[src/rtl/wb_pkg.sv]
// rtl/wb_pkg.sv - shared types and constants for writeback_unit (optional macro WB_MISALIGN_TRAP_EN)
package wb_pkg;

    typedef enum logic [1:0] {
        WB_ALU  = 2'b00,
        WB_LOAD = 2'b01,
        WB_PC4  = 2'b10,
        WB_NONE = 2'b11
    } wb_src_e;

    localparam logic [2:0] F3_LB  = 3'b000;
    localparam logic [2:0] F3_LH  = 3'b001;
    localparam logic [2:0] F3_LW  = 3'b010;
    localparam logic [2:0] F3_LBU = 3'b100;
    localparam logic [2:0] F3_LHU = 3'b101;

    typedef enum logic {
        IDLE      = 1'b0,
        LOAD_WAIT = 1'b1
    } wb_state_e;

    // Byte loads never misalign; halfwords need offset[0]=0; every other
    // funct3 behaves as a word load and needs offset[1:0]=0.
    function automatic logic is_misaligned(input logic [2:0] f3, input logic [1:0] off);
        logic mis;
        case (f3)
            F3_LB, F3_LBU: mis = 1'b0;
            F3_LH, F3_LHU: mis = off[0];
            default:       mis = (off != 2'b00);
        endcase
        return mis;
    endfunction

endpackage

[src/rtl/load_align.sv]
// rtl/load_align.sv - combinational load lane select and sign/zero extension
module load_align
    import wb_pkg::*;
#(
    parameter int XLEN = 32
) (
    input  logic [XLEN-1:0] rdata,
    input  logic [1:0]      offset,
    input  logic [2:0]      funct3,
    output logic [XLEN-1:0] aligned
);

    logic [7:0]  w_byte;
    logic [15:0] w_half;

    // Pick the addressed byte lane and the halfword lane (bit 1 of offset only).
    always_comb begin
        w_byte = rdata[7:0];
        case (offset)
            2'd0: w_byte = rdata[7:0];
            2'd1: w_byte = rdata[15:8];
            2'd2: w_byte = rdata[23:16];
            2'd3: w_byte = rdata[31:24];
            default: w_byte = rdata[7:0];
        endcase
        w_half = offset[1] ? rdata[31:16] : rdata[15:0];
    end

    // Extend the selected lane; unlisted funct3 codes pass the whole word.
    always_comb begin
        aligned = rdata;
        case (funct3)
            F3_LB:   aligned = {{(XLEN-8){w_byte[7]}}, w_byte};
            F3_LH:   aligned = {{(XLEN-16){w_half[15]}}, w_half};
            F3_LBU:  aligned = {{(XLEN-8){1'b0}}, w_byte};
            F3_LHU:  aligned = {{(XLEN-16){1'b0}}, w_half};
            default: aligned = rdata;
        endcase
    end

endmodule

[src/rtl/writeback_unit.sv]
// rtl/writeback_unit.sv - register-file writer with load alignment and instret (optional macro WB_MISALIGN_TRAP_EN)
module writeback_unit
    import wb_pkg::*;
#(
    parameter int XLEN      = 32,
    parameter int INSTRET_W = 64
) (
    input  logic                 clk,
    input  logic                 rst_n,
    input  logic                 wb_valid,
    output logic                 wb_ready,
    input  logic [4:0]           wb_rd,
    input  logic [1:0]           wb_src,
    input  logic [2:0]           wb_funct3,
    input  logic [XLEN-1:0]      wb_alu,
    input  logic [XLEN-1:0]      wb_pc4,
    input  logic                 mem_rvalid,
    input  logic [XLEN-1:0]      mem_rdata,
    output logic [4:0]           rd_addr,
    output logic [XLEN-1:0]      rd_data,
    output logic                 reg_write_enable,
`ifdef WB_MISALIGN_TRAP_EN
    output logic                 trap_misaligned,
`endif
    output logic [INSTRET_W-1:0] instret
);

    wb_state_e       r_state;
    wb_state_e       w_state_nxt;
    logic [4:0]      r_rd;
    logic [2:0]      r_f3;
    logic [1:0]      r_off;
    logic            w_capture;
    logic            w_retire;
    logic            w_write;
    logic [4:0]      w_addr;
    logic [XLEN-1:0] w_data;
    logic [XLEN-1:0] w_aligned;
`ifdef WB_MISALIGN_TRAP_EN
    logic            r_mis;
    logic            w_trap;
`endif

    load_align #(.XLEN(XLEN)) u_load_align (
        .rdata   (mem_rdata),
        .offset  (r_off),
        .funct3  (r_f3),
        .aligned (w_aligned)
    );

    assign wb_ready = (r_state == IDLE);

    // State register.
    always_ff @(posedge clk or negedge rst_n) begin
        if (!rst_n) r_state <= IDLE;
        else        r_state <= w_state_nxt;
    end

    // Next state and the write/retire decision for this cycle.
    always_comb begin
        w_state_nxt = r_state;
        w_capture   = 1'b0;
        w_retire    = 1'b0;
        w_write     = 1'b0;
        w_addr      = wb_rd;
        w_data      = wb_alu;
`ifdef WB_MISALIGN_TRAP_EN
        w_trap      = 1'b0;
`endif
        case (r_state)
            IDLE: begin
                if (wb_valid) begin
                    case (wb_src_e'(wb_src))
                        WB_ALU: begin
                            w_retire = 1'b1;
                            w_write  = 1'b1;
                            w_data   = wb_alu;
                        end
                        WB_PC4: begin
                            w_retire = 1'b1;
                            w_write  = 1'b1;
                            w_data   = wb_pc4;
                        end
                        WB_LOAD: begin
                            w_capture   = 1'b1;
                            w_state_nxt = LOAD_WAIT;
                        end
                        default: w_retire = 1'b1;
                    endcase
                end
            end
            LOAD_WAIT: begin
                w_addr = r_rd;
                w_data = w_aligned;
                if (mem_rvalid) begin
                    w_state_nxt = IDLE;
`ifdef WB_MISALIGN_TRAP_EN
                    if (r_mis) begin
                        w_trap = 1'b1;
                    end else begin
                        w_retire = 1'b1;
                        w_write  = 1'b1;
                    end
`else
                    w_retire = 1'b1;
                    w_write  = 1'b1;
`endif
                end
            end
            default: w_state_nxt = IDLE;
        endcase
    end

    // Hold the load's destination, type and byte offset across the wait.
    always_ff @(posedge clk or negedge rst_n) begin
        if (!rst_n) begin
            r_rd  <= 5'd0;
            r_f3  <= 3'd0;
            r_off <= 2'd0;
`ifdef WB_MISALIGN_TRAP_EN
            r_mis <= 1'b0;
`endif
        end else if (w_capture) begin
            r_rd  <= wb_rd;
            r_f3  <= wb_funct3;
            r_off <= wb_alu[1:0];
`ifdef WB_MISALIGN_TRAP_EN
            r_mis <= is_misaligned(wb_funct3, wb_alu[1:0]);
`endif
        end
    end

    // Registered write port and retire counter; x0 writes are suppressed but still retire.
    always_ff @(posedge clk or negedge rst_n) begin
        if (!rst_n) begin
            rd_addr          <= 5'd0;
            rd_data          <= '0;
            reg_write_enable <= 1'b0;
            instret          <= '0;
`ifdef WB_MISALIGN_TRAP_EN
            trap_misaligned  <= 1'b0;
`endif
        end else begin
            reg_write_enable <= w_write && (w_addr != 5'd0);
            if (w_write) begin
                rd_addr <= w_addr;
                rd_data <= w_data;
            end
            if (w_retire) instret <= instret + {{(INSTRET_W-1){1'b0}}, 1'b1};
`ifdef WB_MISALIGN_TRAP_EN
            trap_misaligned  <= w_trap;
`endif
        end
    end

endmodule

[config.mk]
export PLATFORM = sky130hd
export DESIGN_NAME = writeback_unit
export DESIGN_NICKNAME = d
export VERILOG_FILES = /design/src/rtl/wb_pkg.sv /design/src/rtl/load_align.sv /design/src/rtl/writeback_unit.sv
export SDC_FILE = /design/constraint.sdc
export NUM_CORES = 1
export LEC_CHECK = 0
export CAP_MARGIN = 20
export CORE_ASPECT_RATIO = 1.5
export CORE_MARGIN = 10
export CORE_UTILIZATION = 40
export CTS_CLUSTER_DIAMETER = 30
export DETAILED_ROUTE_END_ITERATION = 10
export DONT_BUFFER_PORTS = 1
export PLACE_DENSITY_LB_ADDON = 0.05
export SYNTH_ARGS = -nofsm -noshare
export SYNTH_HDL_FRONTEND = slang
export SYNTH_HIERARCHICAL = 1
export SYNTH_SLANG_ARGS = --single-unit
[constraint.sdc]
create_clock -name clk -period 3 [get_ports clk]
set_clock_uncertainty 0.2 [all_clocks]
set_input_delay 0.6 -clock clk [delete_from_list [all_inputs] [get_ports clk]]
set_output_delay 0.6 -clock clk [all_outputs]
set_load 0.005 [all_outputs]
==> impl_metrics.tcl, run 1 <==
set metrics [dict create \
    rr_startpoint "instret[34]" \
    wl_per_cell_um 22.7 \
    fmax_mhz 408 \
    total_power_uw 5070 \
    drc 0 \
    clk-insertion-delay-late_ns 0.40 \
    p_int_uw 3640 \
    htreeDepth 4 \
    antenna_found_initial 0 \
    worst_setup_path_end_kind "flip-flop" \
    period_share_pct 81.7 \
    post-cts-setup-buffer-count 0 \
    cp-endpoint "instret[63]" \
    maxCapViolCount 0 \
    worst_pin_slew_ns 0.672 \
    drv_slew 0 \
    die_y_um 175 \
    rrSetupSlack_ns 0.55 \
    hold_viol 113 \
    fin_crit_ns 2.45 \
    ys_ff_latch 113 \
    drt-initial-drc-count 378 \
    power.leakage_uw 0.00336 \
    cts_tree "done" \
    final_util_pct 46.4 \
    initial_core_util_pct 40.8 \
    ys_types 49 \
    firstDrtPassIters 4 \
    clkSinkCount 113 \
    dp_hpwl_um 14800 \
    areaGrowthSynthToFinish_pct 13.9 \
    post_cts_resize_count 0 \
    p_sw_uw 1430 \
    grt_max_degree 114 \
    via_per_inst 5.83 \
    crit_path_max_fanout 6 \
    pwr-share-comb_pct 15.1 \
    fin_nets 778 \
    port_buffers 0 \
    core_area_sq_um 15600 \
    pwr-share-seq_pct 39.4 \
    clk_path_buf_depth 2 \
    place.gp.congestion 0.868 \
    die_area_sq_um 21500 \
    cp.arrival_ns 2.57 \
    rsz0062_at_grt "false" \
    grtUsageTotal_pct 18.1 \
    fp-row-count 56 \
    worstSetupPathType "reg2reg" \
    cp.required_ns 3.12 \
    startpoint "instret[34]" \
    whs_ns -0.312 \
    die_width_um 123 \
    status "finished, violations left" \
    finalSetupTns_ns 0 \
    syn_area_per_cell_sq_um 9.46 \
    num-fill-cells 1511 \
    switching_share_pct 28.3 \
    syn_nets 785 \
    r2r_cells 5 \
    clock_power_share_pct 45.5 \
    drive_above_1_share_pct 11.6 \
    ant_nets 0 \
    cp-start-kind "flip-flop" \
    grt_pass1_wl_um 30800 \
    clockRootBuffer "clkbuf_16" \
    syn_area_sq_um 6370 \
    placed_area_sq_um 6590 \
    vias 5147 \
    cts.clk_slew.worst_paths_ns 0.06 \
    synth_cells 674 \
    io_pins 213 \
    ys_seq_area_share_pct 44.4 \
    relSlewSlack_pct 54.8 \
    grt_overflow_total 0 \
    synth_warnings 6 \
    power_density_nw_per_um2 699 \
    synth_ff_type "dfrtp_1" \
    grt_pass1_vias 5195 \
    min_path_type "in2async" \
    synth-edff-count 0 \
    synth-async-reset-ratio_pct 100 \
    violations "negative hold slack" \
    drt-total-wl_um 20100 \
    fin_area_sq_um 7260 \
    numCtsBuffers 17 \
    antenna_cells 0 \
    peakVddDrop_uv 426 \
    r2r-end "instret[63]" \
    setup_violations 0 \
]
[layer usage]
metal | routed length [um] | vias up | global-route usage (%)
met1 | 7450 | 2494 | 20.1
met4 | 388 | 0 | 6.09
met3 | 2190 | 22 | 7.36
met5 | 0 | - | 0
li1 | - | 2432 | -
met2 | 10000 | 199 | 30.4
[cells by family after synthesis]
kind of cell / after synthesis / synth area share (%)
simple gates: 257 / 20.8
compound gates: 129 / 12.8
buf+inv: 54 / 3.59
fa+ha+maj: 1 / 0.196
xor+xnor: 63 / 8.66
flops: 113 / 44.4
mux: 57 / 9.50
[cells in the final DEF (no fill, tap or decap), drive strengths merged, types with 4 or more instances in the layout]
cell type / count
dfrtp: 113
nand2: 83
nor2: 55
mux2i: 38
xor2: 33
nand4: 33
a21oi: 32
xnor2: 30
o22ai: 25
a211oi: 25
o21ai: 22
nand3: 20
clkbuf: 19
mux2: 18
nor3: 17
nor4: 17
buf: 16
a22oi: 13
inv: 13
and3: 8
a22o: 7
bufinv: 6
or4: 5
nor2b: 4
and4: 4
[layout make-up]
type                            instances  area (sq um)  share of cell area, %
Sequential cell                       113          2830                   39.0
Timing Repair Buffer                   16           145                   2.00
Multi-Input combinational cell        507          3320                   45.7
Clock buffer                           19           433                   5.97
Clock inverter                         13           234                   3.22
Inverter                               12          45.0                  0.621
Tap cell                              203           254                   3.50
[stage by stage]
step,setup slack (ns),cells
3_3_place_gp,0.581,851
3_5_place_dp,0.544,851
2_1_floorplan,0.689,674
6_report,0.550,883
4_1_cts,0.545,883
5_1_grt,0.451,883
[flip-flops by register name, summed over array words and instances, names as in the netlist]
signal	count
instret	64
rd_data	32
r_rd	5
rd_addr	5
r_f3	3
r_off	2
r_state	1
reg_write_enable	1
[Yosys cell counts (4+ instances only)]
library cell / n / area (sq um)
dfrtp_1: 113 / 2830
nand2_1: 83 / 312
nor2_1: 55 / 206
mux2i_1: 38 / 380
xor2_1: 33 / 289
a21oi_1: 32 / 160
nand4_1: 31 / 194
xnor2_1: 30 / 263
clkbuf_1: 27 / 101
a211oi_1: 25 / 188
o22ai_1: 25 / 156
o21ai_0: 21 / 105
nand3_1: 20 / 100
mux2_2: 18 / 203
nor3_1: 15 / 75.1
nor4_1: 15 / 93.8
a22oi_1: 13 / 97.6
inv_1: 12 / 45.0
buf_1: 9 / 33.8
and3_1: 8 / 50.1
a22o_1: 7 / 61.3
and4_1: 4 / 35.0
nor2b_1: 4 / 25.0
[power by group through the flow]
stage | sequential, uW | clock (uW) | combinational (uW)
6_report | 2000 | 2310 | 767
5_1_grt | 2030 | 2430 | 864
4_1_cts | 2010 | 2350 | 770
3_5_place_dp | 2030 | 0 | 767
3_3_place_gp | 2030 | 0 | 754
2_1_floorplan | 1910 | 0 | 659
[critical path: stages, from the launching register on]
cell	delay, ns
dfrtp_1	0.49
nand4_4	0.17
or4_4	0.60
or4_4	0.60
nor4_4	0.16
xor2_1	0.16
[worst min-delay path by stage]
stage | from | endpoint | slack, ns
after floorplan | rst_n | instret[0] | 0.10
after global placement | rst_n | rd_addr[2] | 0.11
after detailed placement | rst_n | rd_addr[2] | 0.11
after CTS | rst_n | rd_addr[2] | -0.33
after global routing | rst_n | rd_data[11] | -0.33
final | rst_n | rd_addr[2] | -0.31
(Power assumes the default switching activity.)
==> run 2: changes to the inputs <==
- clock period: 3 -> 2.5 ns (I/O delays scaled with it)
==> run 2 against run 1 <==
Largest power group unchanged. Critical endpoint unchanged. The flow still finishes with violations (negative hold slack). Critical path depth unchanged. Combinational power up 34%. Fmax up 4.2%. Critical path type unchanged. Sequential cell count unchanged.
==> impl_metrics.tcl, run 2 (synthesis gave the netlist of run 1 again) <==
set metrics [dict create \
    grt_pass1_vias 5410 \
    final_cell_mix "dfrtp_1 (112), nand2_1 (83), nor2_1 (55)" \
    antenna_found_initial 0 \
    placed_area_sq_um 6770 \
    numCtsBuffers 17 \
    rsz0062_at_grt "false" \
    areaGrowthSynthToFinish_pct 15.8 \
    final_common_cell "dfrtp_1" \
    dp_hpwl_um 15100 \
    die_y_um 175 \
    met2_usage_pct 30.7 \
    drt-initial-drc-count 387 \
    fp-row-count 56 \
    clk_path_buf_depth 2 \
    via_per_inst 5.83 \
    grt_pass1_wl_um 31300 \
    ant_nets 0 \
    cts.clk_slew.worst_paths_ns 0.06 \
    htreeDepth 4 \
    top_usage_layer "met2" \
    die_width_um 123 \
    power.leakage_uw 0.00345 \
    path_delay_family "simple AND/OR/NAND/NOR gates" \
    fin_crit_ns 2.35 \
    core_area_sq_um 15600 \
    die_area_sq_um 21500 \
    slowest_delay_ns 0.60 \
    regArea_sq_um 2830 \
    multiInputGateArea_sq_um 3320 \
    drc 0 \
    grtUsageTotal_pct 18.4 \
    place.gp.congestion 0.845 \
    min_path_type "in2async" \
    fin_nets 801 \
    worst-path-stages 5 \
    grt_overflow_total 0 \
    cts_tree "done" \
    violations "negative hold slack" \
    wl_per_cell_um 22.3 \
    grt_max_degree 114 \
    status "finished, violations left" \
    whs_ns -0.421 \
    cp.arrival_ns 2.48 \
    worstSetupPathType "reg2reg" \
    clk-insertion-delay-late_ns 0.41 \
    top_regs "instret x64, rd_data x32" \
    drv_slew 0 \
    post-cts-setup-buffer-count 0 \
    vias 5278 \
    peakVddDrop_uv 390 \
    dp.cells 873 \
    largest-register "instret" \
    hold_buffers 1 \
    num-fill-cells 1503 \
    crit_top_cell "or4_4" \
    fmax_mhz 425 \
    hold_viol 113 \
    firstDrtPassIters 5 \
    setup_violations 0 \
    cp.required_ns 2.63 \
    power_density_nw_per_um2 792 \
    port_buffers 0 \
    finalSetupTns_ns 0 \
    r2r_cells 5 \
    period_share_pct 94.1 \
    cpMaxStageDelayCell "or4_4" \
    relSlewSlack_pct 59.3 \
    largest_reg_flops 64 \
    grtUsageMet1_pct 20.2 \
    grt.met3_usage_pct 7.16 \
    worst_setup_path_end_kind "flip-flop" \
    initial_core_util_pct 40.8 \
    drt-total-wl_um 20200 \
    cp-start-kind "flip-flop" \
    clkSinkCount 113 \
    crit_path_max_fanout 5 \
    fin_area_sq_um 7380 \
    total_power_uw 5850 \
    crit_chain "nand2_1 > or4_4 > or4_4 > nor4_4 > xor2_1" \
    maxCapViolCount 0 \
    antenna_cells 0 \
    clockRootBuffer "clkbuf_16" \
    io_pins 213 \
    drive_above_1_share_pct 14.8 \
    fin_cells 906 \
    worst_pin_slew_ns 0.609 \
    path_buf_inv 0 \
]
-- run 2: changes by cell type in the layout (fill, tap and decap cells not counted), moves of 2 or more --
cell       delta
clkinv_4      +2
inv_6         +2
clkbuf_1      -2
bufinv_16     -4
buf_4        +21
-- run 2: power breakdown --
part           total [uW]  internal [uW]  leakage, uW  switching [uW]
clock network        2450           1510     0.000280             943
registers            2370           2070      0.00146             302
logic                1030            477      0.00171             553
total                5850           4050      0.00345            1800
-- run 2: cell type report --
type                    instances  area share, %
clock buffers                  18           5.95
multi-input cells             507           45.0
flip-flops and latches        113           38.3
inverters                      12          0.610
well taps                     203           3.44
repair buffers                 39           4.51
clock inverters                14           2.12
-- run 2: worst paths after layout --
kind | start | end | slack (ns)
max in group asynchronous | rst_n | instret[8] | 2.26
min in group clk | wb_rd[4] | r_rd[4] | 0.04
min | rst_n | rd_data[7] | -0.42
max reg2reg | instret[38] | instret[63] | 0.15
min reg2reg | rd_addr[1] | rd_addr[1] | 0.32
max | instret[38] | instret[63] | 0.15
-- run 2: metal layers --
metal  wire length [um]  vias up
met4                516        0
met3               2210       36
met5                  0        -
met1               7270     2568
li1                   -     2477
met2              10200      197
-- run 2: metrics by stage --
stage	hold WS (ns)	setup slack, ns	util [%]
floorplan	0.00441	0.189	-
global placement	0.00830	0.219	43.3
detailed placement	0.00841	0.159	43.3
CTS	-0.438	0.133	47.2
global route	-0.440	0.0138	47.2
finish	-0.421	0.148	47.2
-- run 2: timing repair --
| action | in CTS | in global routing |
|---|---|---|
| gates resized for setup | 0 | 1 |
| hold endpoints to repair | 114 | 113 |
| setup endpoints to repair | 0 | 2 |
